`src/rtl/mcu_bus_if.sv`:
```
`default_nettype none
// +---------------------------------------------------------------------------+
// | mcu_bus_if : 8051 external-bus slave with control, status and event regs  |
// | Revision   : 1.0                                                           |
// +---------------------------------------------------------------------------+
module mcu_bus_if #(
  parameter int          NUM_REGS    = 8,
  parameter logic [15:0] BASE_ADDR   = 16'h8000,
  parameter int          SYNC_STAGES = 2
) (
  input  logic                  clock,
  input  logic                  rst,
  input  logic                  cs_n,
  input  logic                  ale,
  input  logic                  w_n,
  input  logic                  r_n,
  input  logic [7:0]            abus,
  input  logic [7:0]            dbus_in,
  output logic [7:0]            dbus_out,
  output logic                  dbus_oe,
  output logic [8*NUM_REGS-1:0] ctrl_q,
  output logic [NUM_REGS-1:0]   ctrl_wr_stb,
  input  logic [8*NUM_REGS-1:0] sts_in,
  input  logic [NUM_REGS-1:0]   evt_in
);

  localparam int DEPTH = SYNC_STAGES + 1;
  localparam int EVW   = (NUM_REGS < 8) ? NUM_REGS : 8;

  typedef enum logic [1:0] {
    IDLE    = 2'd0,
    DRIVE   = 2'd1,
    RELEASE = 2'd2
  } rd_state_e;

  logic [DEPTH-1:0]      cs_sync_q, cs_sync_d;
  logic [DEPTH-1:0]      ale_sync_q, ale_sync_d;
  logic [DEPTH-1:0]      w_sync_q, w_sync_d;
  logic [DEPTH-1:0]      r_sync_q, r_sync_d;
  logic [DEPTH-1:0][7:0] abus_sync_q, abus_sync_d;
  logic [DEPTH-1:0][7:0] dbus_sync_q, dbus_sync_d;

  logic [15:0]           addr_q, addr_d;
  logic [8*NUM_REGS-1:0] ctrl_d;
  logic [NUM_REGS-1:0]   stb_q, stb_d;
  logic [NUM_REGS-1:0]   evt_q, evt_d;
  logic [NUM_REGS-1:0]   evt_cap_q, evt_cap_d;
  logic [NUM_REGS-1:0]   evt_clr;
  logic                  evt_rd_q, evt_rd_d;
  logic                  pend_q, pend_d;
  rd_state_e             state_q, state_d;
  logic [7:0]            dbus_out_q, dbus_out_d;
  logic                  dbus_oe_q, dbus_oe_d;

  logic                  cs_act, ale_fall, w_rise, r_fall, r_rise;
  logic [15:0]           offset;
  logic [7:0]            rd_data;
  logic                  evt_hit;

  // Stage 0 takes the pin; stage DEPTH-2 is the last sync stage, DEPTH-1 the delay stage.
  always_comb begin
    cs_sync_d   = {cs_sync_q[DEPTH-2:0], cs_n};
    ale_sync_d  = {ale_sync_q[DEPTH-2:0], ale};
    w_sync_d    = {w_sync_q[DEPTH-2:0], w_n};
    r_sync_d    = {r_sync_q[DEPTH-2:0], r_n};
    abus_sync_d = {abus_sync_q[DEPTH-2:0], abus};
    dbus_sync_d = {dbus_sync_q[DEPTH-2:0], dbus_in};
  end

  always_comb begin
    cs_act   = ~cs_sync_q[DEPTH-1];
    ale_fall = ~ale_sync_q[DEPTH-2] &  ale_sync_q[DEPTH-1];
    w_rise   =  w_sync_q[DEPTH-2]   & ~w_sync_q[DEPTH-1];
    r_fall   = ~r_sync_q[DEPTH-2]   &  r_sync_q[DEPTH-1];
    r_rise   =  r_sync_q[DEPTH-2]   & ~r_sync_q[DEPTH-1];
    offset   = addr_q - BASE_ADDR;
  end

  // Addresses below BASE_ADDR wrap to large offsets and decode as out of range.
  always_comb begin
    rd_data = 8'hFF;
    evt_hit = 1'b0;
    for (int k = 0; k < NUM_REGS; k++) begin
      if (offset == 16'(k))            rd_data = ctrl_q[8*k +: 8];
      if (offset == 16'(NUM_REGS + k)) rd_data = sts_in[8*k +: 8];
    end
    if (offset == 16'(2*NUM_REGS)) begin
      rd_data          = 8'h00;
      rd_data[EVW-1:0] = evt_q[EVW-1:0];
      evt_hit          = 1'b1;
    end
  end

  always_comb begin
    addr_d     = addr_q;
    ctrl_d     = ctrl_q;
    stb_d      = '0;
    state_d    = state_q;
    dbus_out_d = dbus_out_q;
    evt_cap_d  = evt_cap_q;
    evt_rd_d   = evt_rd_q;
    pend_d     = pend_q;
    evt_clr    = '0;

    if (ale_fall && cs_act) begin
      addr_d = {abus_sync_q[DEPTH-1], dbus_sync_q[DEPTH-1]};
    end

    if (w_rise && cs_act) begin
      for (int k = 0; k < NUM_REGS; k++) begin
        if (offset == 16'(k)) begin
          ctrl_d[8*k +: 8] = dbus_sync_q[DEPTH-1];
          stb_d[k]         = 1'b1;
        end
      end
    end

    unique case (state_q)
      IDLE: begin
        pend_d = 1'b0;
        if ((r_fall || pend_q) && cs_act) begin
          state_d              = DRIVE;
          dbus_out_d           = rd_data;
          evt_rd_d             = evt_hit;
          evt_cap_d            = '0;
          evt_cap_d[EVW-1:0]   = evt_q[EVW-1:0];
        end
      end
      DRIVE: begin
        if (!cs_act) begin
          state_d = RELEASE;
        end else if (r_rise) begin
          state_d = RELEASE;
          if (evt_rd_q) evt_clr = evt_cap_q;
        end
      end
      RELEASE: begin
        state_d = IDLE;
        if (r_fall && cs_act) pend_d = 1'b1;
      end
      default: state_d = IDLE;
    endcase

    // New pulses win over a simultaneous clear.
    evt_d     = (evt_q & ~evt_clr) | evt_in;
    dbus_oe_d = (state_d == DRIVE);
  end

  always_ff @(posedge clock) begin
    if (rst) begin
      cs_sync_q   <= '1;
      ale_sync_q  <= '0;
      w_sync_q    <= '1;
      r_sync_q    <= '1;
      abus_sync_q <= '0;
      dbus_sync_q <= '0;
      addr_q      <= '0;
      ctrl_q      <= '0;
      stb_q       <= '0;
      evt_q       <= '0;
      evt_cap_q   <= '0;
      evt_rd_q    <= 1'b0;
      pend_q      <= 1'b0;
      state_q     <= IDLE;
      dbus_out_q  <= '0;
      dbus_oe_q   <= 1'b0;
    end else begin
      cs_sync_q   <= cs_sync_d;
      ale_sync_q  <= ale_sync_d;
      w_sync_q    <= w_sync_d;
      r_sync_q    <= r_sync_d;
      abus_sync_q <= abus_sync_d;
      dbus_sync_q <= dbus_sync_d;
      addr_q      <= addr_d;
      ctrl_q      <= ctrl_d;
      stb_q       <= stb_d;
      evt_q       <= evt_d;
      evt_cap_q   <= evt_cap_d;
      evt_rd_q    <= evt_rd_d;
      pend_q      <= pend_d;
      state_q     <= state_d;
      dbus_out_q  <= dbus_out_d;
      dbus_oe_q   <= dbus_oe_d;
    end
  end

  assign dbus_out    = dbus_out_q;
  assign dbus_oe     = dbus_oe_q;
  assign ctrl_wr_stb = stb_q;

endmodule
`default_nettype wire

```
`config.mk`:
```
export PLATFORM = sky130hd
export DESIGN_NAME = mcu_bus_if
export DESIGN_NICKNAME = d
export VERILOG_FILES = /design/src/rtl/mcu_bus_if.sv
export SDC_FILE = /design/constraint.sdc
export NUM_CORES = 1
export LEC_CHECK = 0
export ABC_CLOCK_PERIOD_IN_PS = 3200
export CORE_MARGIN = 2
export CORE_UTILIZATION = 45
export CTS_BUF_LIST = sky130_fd_sc_hd__clkbuf_4
export DETAILED_ROUTE_END_ITERATION = 16
export PLACE_DENSITY_LB_ADDON = 0.12
export SYNTH_ARGS = -nofsm -noshare
export SYNTH_HDL_FRONTEND = slang
export SYNTH_SLANG_ARGS = --single-unit
```
`constraint.sdc`:
```
create_clock -name clock -period 3.2 [get_ports clock]
set_input_delay 0.8 -clock clock [delete_from_list [all_inputs] [get_ports clock]]
set_output_delay 0.8 -clock clock [all_outputs]
set_load 0.01 [all_outputs]
```
==> summary.md <==
| Metric | Value |
|---|---|
| Top cells by count, synth | `nand2_1 (197), dfxtp_1 (177), a21oi_1 (99)` |
| VDD IR max | `0.000396 V` |
| Std-Cell Rows | `47` |
| Max stage delay on crit path | `approximately 800 ps` |
| TritonCTS clock tree | `yes` |
| Drt via density | `~5.7` |
| Async set-or-reset flop fraction in the synthesized netlist | `0` |
| Total Wirelength | `roughly 24000 µm` |
| Chip Width | `around 130 µm` |
| R2R cell count | `6` |
| Distinct cell type count after synthesis | `66` |
| Starting Density | `0.459` |
| Leading area contributor after synthesis | `dfxtp_1` |
| Final Hold Viols | `0` |
| Finished Cell Area | `9780 µm²` |
| Via Count | `7312` |
| Worst setup SP type | `flop` |
| Cts repair resizes | `0` |
| Seq cells post-synth | `roughly 180` |
| Clk sinks | `~180` |
| Placed insts | `roughly 1300` |
| Hold-fix buffer count after cts | `0` |
| Syn Inst Count | `around 900` |
| DRT iter0 DRCs | `709` |
| Unrepaired setup endpoints after global routing | `false` |
| Pre-Repair DR Iteration Count | `5` |
| Floorplan Core Area | `~17000 µm²` |
| Hold Crit Start | `cs_sync_q[0]` |
| Clk_lat worst skew | `590 ps` |
| Top cells by area, synth | `dfxtp_1 (47%), nand2_1 (9.8%), a21oi_1 (6.5%)` |
| Flop-to-flop setup slack | `slightly below 500 ps` |
| DRC | `0` |
| Worst Path Arrival | `approximately 3200 ps` |
| I/O Buffers | `around 170` |
| Post-DP HPWL | `18100 µm` |
| Avg Cell Area, Syn | `8.34 µm²` |
| Max H-tree Level | `4` |
| FF-to-FF Start | `addr_q[1]` |
| CP Cell Sequence | `or4b_2 > o211a_1 > a2111oi_2 > a2111oi_0 > a211oi_1 > o22ai_1` |
| Fmax | `370 MHz` |
| Clock Path Buffers | `2` |
| Largest net degree at the start of global routing | `54` |
| Post-synth EDFFs | `0` |
| Layout Cells excl Fill | `1287` |
| Fin crit share | `0.845` |
| Global route overflow | `0` |
| Fin Clk Skew | `around 35 ps` |
| Setup crit start | `addr_q[1]` |
| Post-route ant nets | `0` |
| IO Count | `175` |
| CP top delay family | `compound AO/OA/AOI/OAI gates` |
| Nets | `approximately 1100` |
| Worst slew margin | `0.358` |
| Most frequent cell after synthesis | `nand2_1` |
| Top cell type's share of synthesized area | `0.468` |
| DIE AREA | `around 18000 µm²` |
| Clock Tree Root | `clkbuf_4` |
| CP Class | `flop to flop` |
| Min-Delay Path Class | `flop to flop` |
| Final Power | `3.70 mW` |
| Post-Syn Area | `roughly 7600 µm²` |
| R2R Path End | `dbus_out[4]` |
| Max_cap viols | `0` |
| Leak | `~3.4 nW` |
| Final setup violation count | `0` |
| Hold EP | `cs_sync_q[1]` |
| Num CTS Buffers | `17` |
| Slowest cell on the critical path | `or4b_2` |
| GRT Util Overall | `0.274` |
| Initial antenna violation count | `1` |
| Synthesized Nets | `1003` |
| PwrDens | `~380 nW/µm²` |
| Status | `finished clean` |
| Placed Area | `9490 µm²` |
| Worst-margin pin slew | `roughly 960 ps` |
| CTS clk-pin slew, worst paths | `about 150 ps` |
| Min Tclk post-route | `approximately 2700 ps` |
| Data required, critical path | `around 3700 ps` |
| Fillers | `~1600` |
| Register area share after synthesis | `0.468` |
| Die H | `approximately 130 µm` |
| Global-route wire length before repair | `roughly 38000 µm` |
| Number of global-route vias before repair | `between 6000 and 7000` |
| Most used flip-flop cell after synthesis | `dfxtp_1` |
| Area added between synthesis and finish | `29.0%` |
| WL/cell | `between 15 and 20 µm` |
| TNS Setup | `0 ps` |
| Synth warn | `0` |
| Setup Buffers After CTS | `0` |
| GPL Wtd Cong | `roughly 0.95` |
| Share of layout cells above drive strength 1 | `0.0807` |
| Worst path bufs/invs | `0` |
| CP Capture Type | `flop` |
| Crit Path Max Fanout | `16` |
| Fin. max-slew vios | `0` |
| Worst Hold Path Cells | `1` |
area by class of cell:
class	count	area, µm²	share of cell area
tap	220	275	0.0282
antenna	1	2.50	0.000256
sequential	177	3540	0.362
clock inverter	14	148	0.0151
multi-input combinational	648	3700	0.379
inverter	12	45.0	0.00461
clock buffer	18	135	0.0138
timing repair buffer	197	1920	0.197
sequential cells by signal (all words and copies together), names as in the netlist:
register / flops
w_sync_q: 3
dbus_oe: 1
ctrl_q: 64
abus_sync_q: 8
pend_q: 1
dbus_sync_d: 16
dbus_out: 8
evt_q: 8
addr_q: 16
r_sync_q: 3
dbus_sync_q: 8
evt_rd_q: 1
abus_sync_d: 16
ctrl_wr_stb: 8
ale_sync_q: 3
state_q: 2
evt_cap_q: 8
cs_sync_q: 3
stage by stage:
step	hold WS [ps]	utilization	setup slack, ps
2_1_floorplan	389	-	970
3_3_place_gp	395	0.574	608
3_5_place_dp	396	0.574	567
4_1_cts	430	0.592	573
5_1_grt	443	0.592	359
6_report	427	0.592	497
logic make-up after synthesis:
logic type	count (synthesis)	share of synthesized area
simple gates	428	0.294
buf+inv	84	0.0441
compound gates	204	0.173
flops	177	0.468
xor+xnor	1	0.00116
mux	15	0.0203
per-layer routing:
metal | up-vias | GRT usage | wire, µm
met5 | - | 0 | 0
met4 | 0 | 0.115 | 717
met3 | 50 | 0.0597 | 2100
met2 | 363 | 0.420 | 11000
met1 | 3401 | 0.374 | 10600
li1 | 3498 | - | -
worst max path at each step:
stage	to	slack, ps	cells past startpoint
detailed placement	dbus_out[1]	570	6
floorplan	dbus_out[4]	970	8
global route	dbus_out[4]	360	6
CTS	dbus_out[1]	570	6
finish	dbus_out[4]	500	6
global placement	dbus_out[4]	610	6
cell usage in the layout (no fill, tap or decap), types with 4 or more instances in the layout:
master	count
nor2b_1	57
nand3_1	9
nand4_1	13
a21oi_1	99
nor2_1	48
o21a_1	4
or4_1	7
o21ai_0	9
clkinv_4	4
nor4b_1	7
o221ai_1	7
nor4_4	5
and4b_1	4
mux2i_1	12
clkdlybuf4s50_1	173
a2111oi_0	4
clkbuf_4	18
o22ai_1	17
dfxtp_1	177
nor4bb_1	5
inv_1	12
nand2_1	197
or3_1	4
nor4_1	15
or2_2	12
buf_4	23
o211ai_1	12
nor3_1	22
a22oi_1	12
report_power, final:
group	total [mW]	switching (mW)	internal [mW]	leakage (nW)
combinational	0.211	0.0809	0.130	1.78
sequential	2.27	0.0255	2.24	1.44
clock	1.22	0.862	0.358	0.151
Note: power is estimated with default switching activity, not from simulation.
==> patch 1 (same settings) <==
`NUM_REGS`: 8 -> 9.
--- a/src/rtl/mcu_bus_if.sv
+++ b/src/rtl/mcu_bus_if.sv
@@ -4,7 +4,7 @@
 // | Revision   : 1.0                                                           |
 // +---------------------------------------------------------------------------+
 module mcu_bus_if #(
-  parameter int          NUM_REGS    = 8,
+  parameter int          NUM_REGS    = 9,
   parameter logic [15:0] BASE_ADDR   = 16'h8000,
   parameter int          SYNC_STAGES = 2
 ) (
Ports: changed (resized ctrl_q, ctrl_wr_stb, evt_in and sts_in); port bits go from 175 to 193. No check against the original RTL was run, so the function may have changed too.
==> patch 1 against the unedited design <==
Non-clock buffer count increased by 40; power increased by 6.6%; synthesized area increased by 4.7%; die area increased by 4.6%; setup slack got worse by 0.096 ns; sequential cell count increased by 9; via count increased by 7.5%; clock power increased by 9.8%; final area increased by 7.8%; routed wire length increased by 13%; critical endpoint is now dbus_out[3].
==> patch 1: results (changes against the unedited design) <==
[placed_design]
place_congestion=0.964  ; was 0.953
place_area_um2=10200  ; was 9490 um^2
port_buffers=191  ; was 174
hpwl_mm=19.9  ; was 18.1 mm

[timing]
skew_ns=0.0325  ; was 0.0345 ns
tightest_slew_ns=0.845  ; was 0.962 ns

[drt]
routed_wl_mm=27.5  ; was 24.4 mm
drtIter0Drc=681  ; was 709
ant_nets=0  ; unchanged
vias_per_cell=5.67  ; was 5.68
top_layer=met4  ; unchanged
met1_length_mm=12.1  ; was 10.6 mm
first_pass_iters=5  ; unchanged
wl_met3_mm=2.47  ; was 2.10 mm
wl_met2_mm=12.2  ; was 11.0 mm

[cts]
insertion_delay_ns=0.61  ; was 0.59 ns
htree_levels=4  ; unchanged
cts_buffers=17  ; unchanged
cts_resized=0  ; unchanged
post_cts.repair.setup_buffers=0  ; unchanged

[yosys]
synthArstFlopShare_pct=0  ; unchanged
synth-compound-area-share_pct=16.7  ; was 17.3%
ys_types=63  ; was 66
ys_seq_area_share_pct=46.9  ; was 46.8%
synth_fa_ha_area_share_pct=0  ; unchanged
syn_nets=1058  ; was 1,003
yosys-top-cells-count=nand2_1 (198), dfxtp_1 (186), a21oi_1 (107)  ; was nand2_1 (197), dfxtp_1 (177), a21oi_1 (99)
synth_xor_area_share_pct=0  ; was 0.116%
synth_mux_area_share_pct=4.21  ; was 2.03%
ys.warnings.count=0  ; unchanged
synth_area_leaders=dfxtp_1 (47%), nand2_1 (9.4%), a21oi_1 (6.7%)  ; was dfxtp_1 (47%), nand2_1 (9.8%), a21oi_1 (6.5%)

[global_route]
grt_pass1_wl_mm=40.0  ; was 37.6 mm
use_met2_pct=44.3  ; was 42.0%
grt_usage_pct=28.9  ; was 27.4%
use_met3_pct=5.70  ; was 5.97%
grt_pass1_vias=6967  ; was 6,703
grt_max_degree=143  ; was 54
met1_usage_pct=40.8  ; was 37.4%

[layout]
drive_above_1_share_pct=10.0  ; was 8.07%
largest_reg_flops=72  ; was 64
finalNetCount=1250  ; was 1,147

[pwr]
leakagePower_nw=3.62  ; was 3.37 nW
clkPwrFrac_pct=34.0  ; was 33.0%
p_sw_mw=1.07  ; was 0.968 mW
irDropWorstVdd_uv=417  ; was 396 uV
total_power_mw=3.94  ; was 3.70 mW
pwr-share-comb_pct=5.5  ; was 5.7%

[critical_path]
crit_arrival_ns=3.27  ; was 3.18 ns
critPathMaxFanout=7  ; was 16
max_stage_delay_ns=0.63  ; was 0.80 ns
critPathTopFamily=simple AND/OR/NAND/NOR gates  ; was compound AO/OA/AOI/OAI gates
critPathSlowestCell=nor4_4  ; was or4b_2

[outcome]
status=complete, no violations  ; unchanged

-- patch 1: stage by stage --
stage               instances  worst slack (ns)  util [%]
floorplan                 955             0.913         -
global placement         1353             0.245      59.1
detailed placement       1353             0.248      59.1
CTS                      1385             0.443      60.9
global route             1387             0.315      61.0
finish                   1387             0.402      61.0
-- patch 1: area by class of cell --
type                       count  area, um^2
antenna                        2        5.00
fill                        1590        6750
multi-input combinational    700        3940
sequential                   186        3720
tap                          225         282
clock inverter                14         178
inverter                       5        18.8
clock buffer                  18         135
timing repair buffer         237        2270
-- patch 1: final timing paths --
check / slack, ns / startpoint / cells past startpoint / endpoint
setup / recovery: 0.40 / addr_q[11] / 7 / dbus_out[3]
hold / removal: 0.43 / cs_sync_q[1] / 1 / cs_sync_q[2]
setup reg to reg: 0.40 / addr_q[11] / 7 / dbus_out[3]
hold reg to reg: 0.43 / cs_sync_q[1] / 1 / cs_sync_q[2]
==> patch 2 (same flow settings) <==
Without the edit above. Remove the register `stb_q`: a continuous assignment takes its place, so the output `ctrl_wr_stb` follows one clock earlier.
--- a/src/rtl/mcu_bus_if.sv
+++ b/src/rtl/mcu_bus_if.sv
@@ -156,7 +156,6 @@
       dbus_sync_q <= '0;
       addr_q      <= '0;
       ctrl_q      <= '0;
-      stb_q       <= '0;
       evt_q       <= '0;
       evt_cap_q   <= '0;
       evt_rd_q    <= 1'b0;
@@ -173,7 +172,6 @@
       dbus_sync_q <= dbus_sync_d;
       addr_q      <= addr_d;
       ctrl_q      <= ctrl_d;
-      stb_q       <= stb_d;
       evt_q       <= evt_d;
       evt_cap_q   <= evt_cap_d;
       evt_rd_q    <= evt_rd_d;
@@ -184,6 +182,8 @@
     end
   end
 
+  assign stb_q = stb_d;
+
   assign dbus_out    = dbus_out_q;
   assign dbus_oe     = dbus_oe_q;
   assign ctrl_wr_stb = stb_q;
Behaviour: not the same (Yosys sat finds a counterexample within 10 cycles, from zero or initial values and one cycle with rst high).
==> patch 2 against the unedited design <==
Final cell count barely moved; sequential cell count down 8; synthesized area shrank 3.2%; via count barely moved; final area rose by 2.4%; clock skew fell by 0.016 ns; maximum frequency is 15% lower; routed wire length rose by 3.5%; power grew 3.6%; count of clock-buffer cells in the layout stayed put; setup slack worse by 0.46 ns; core utilization up 3.9 points.
==> patch 2: results (changes against the unedited design) <==
[outcome]
status=complete, no violations  ; unchanged

[global_route]
use_met3_pct=6.94  ; was 5.97%
grt_antenna_before_repair=0  ; was 1
use_met2_pct=44.3  ; was 42.0%
grt_max_degree=164  ; was 54
grt_usage_pct=28.6  ; was 27.4%
grt_pass1_vias=6819  ; was 6,703
grt_pass1_wl_mm=38.7  ; was 37.6 mm

[yosys]
ys_types=69  ; was 66
synth_xor_area_share_pct=0  ; was 0.116%
synth-compound-area-share_pct=17.0  ; was 17.3%
syn_inst=870  ; was 909
syn_nets=964  ; was 1,003
ys_seq_area_share_pct=46.1  ; was 46.8%
synth_area_leaders=dfxtp_1 (46%), nand2_1 (8.0%), a21oi_1 (6.3%)  ; was dfxtp_1 (47%), nand2_1 (9.8%), a21oi_1 (6.5%)
synth_mux_area_share_pct=3.99  ; was 2.03%
yosys-top-cells-count=dfxtp_1 (169), nand2_1 (157), a21oi_1 (93)  ; was nand2_1 (197), dfxtp_1 (177), a21oi_1 (99)

[drt]
first_pass_iters=4  ; was 5
drtIter0Drc=675  ; was 709
vias_per_cell=5.68  ; about the same
dr_total_vias=7313  ; was 7,312
met1_length_mm=10.9  ; was 10.6 mm
wl_met3_mm=2.00  ; was 2.10 mm
routedWlPerCell_um=19.6  ; was 18.9 um

[critical_path]
critPathMaxFanout=6  ; was 16

[timing]
tightest_slew_ns=0.747  ; was 0.962 ns
skew_ns=0.0188  ; was 0.0345 ns

[pwr]
clkPwrFrac_pct=37.7  ; was 33.0%
total_power_mw=3.83  ; was 3.70 mW
leakagePower_nw=3.50  ; was 3.37 nW
irDropWorstVdd_uv=531  ; was 396 uV
p_sw_mw=0.901  ; was 0.968 mW

[placed_design]
place_congestion=0.970  ; was 0.953
place_area_um2=9410  ; was 9490 um^2

[layout]
drive_above_1_share_pct=12.8  ; was 8.07%
n_fill_cell=1475  ; was 1,552
finalNetCount=1154  ; was 1,147
diodes=0  ; was 1

[cts]
insertion_delay_ns=0.56  ; was 0.59 ns

[patch 2: cell types whose count changed after synthesis, moves of 8 or more]
cell / before / now
a22oi_1: 12 / 1
clkbuf_1: 57 / 43
dfxtp_1: 177 / 169
mux2i_1: 12 / 27
nand2_1: 197 / 157
nor2_1: 48 / 69
nor3_1: 22 / 13
[patch 2: worst paths after layout]
check	endpoint	from	slack (ns)	cells past startpoint
worst max-delay path	ctrl_wr_stb[6]	addr_q[10]	0.04	5
worst min-delay path	cs_sync_q[1]	cs_sync_q[0]	0.43	1
worst max register to register	dbus_out[1]	addr_q[1]	0.60	7
worst min register to register	cs_sync_q[1]	cs_sync_q[0]	0.43	1
[patch 2: through the flow]
step | setup slack, ns | util, %
2_1_floorplan | 0.647 | -
3_3_place_gp | 0.331 | 59.2
3_5_place_dp | 0.299 | 59.2
4_1_cts | -0.0431 | 62.0
5_1_grt | -0.0984 | 63.0
6_report | 0.0362 | 63.0
[patch 2: critical path: stages, from the launching register on]
cell and delay (ns):
dfxtp_1 0.39, nor4b_4 0.34, buf_6 0.18, nand4_1 0.21, nor2_1 0.15, clkdlybuf4s50_1 0.55
[patch 2: what timing repair did]
item | CTS | global route
cloned | 1 | 0
endpoints found under the setup margin | 8 | 6
hold buffers | 0 | 0
pin swaps | 3 | 7
hold endpoints to repair | 0 | 0
gates resized for setup | 22 | 13
buffers inserted | 2 | 15
[patch 2: area by class of cell]
class / instances / area share (%)
Clock buffer: 18 / 1.35
Tap cell: 216 / 2.70
Inverter: 12 / 0.450
Sequential cell: 169 / 33.9
Timing Repair Buffer: 232 / 22.0
Multi-Input combinational cell: 628 / 37.6
Clock inverter: 13 / 2.02
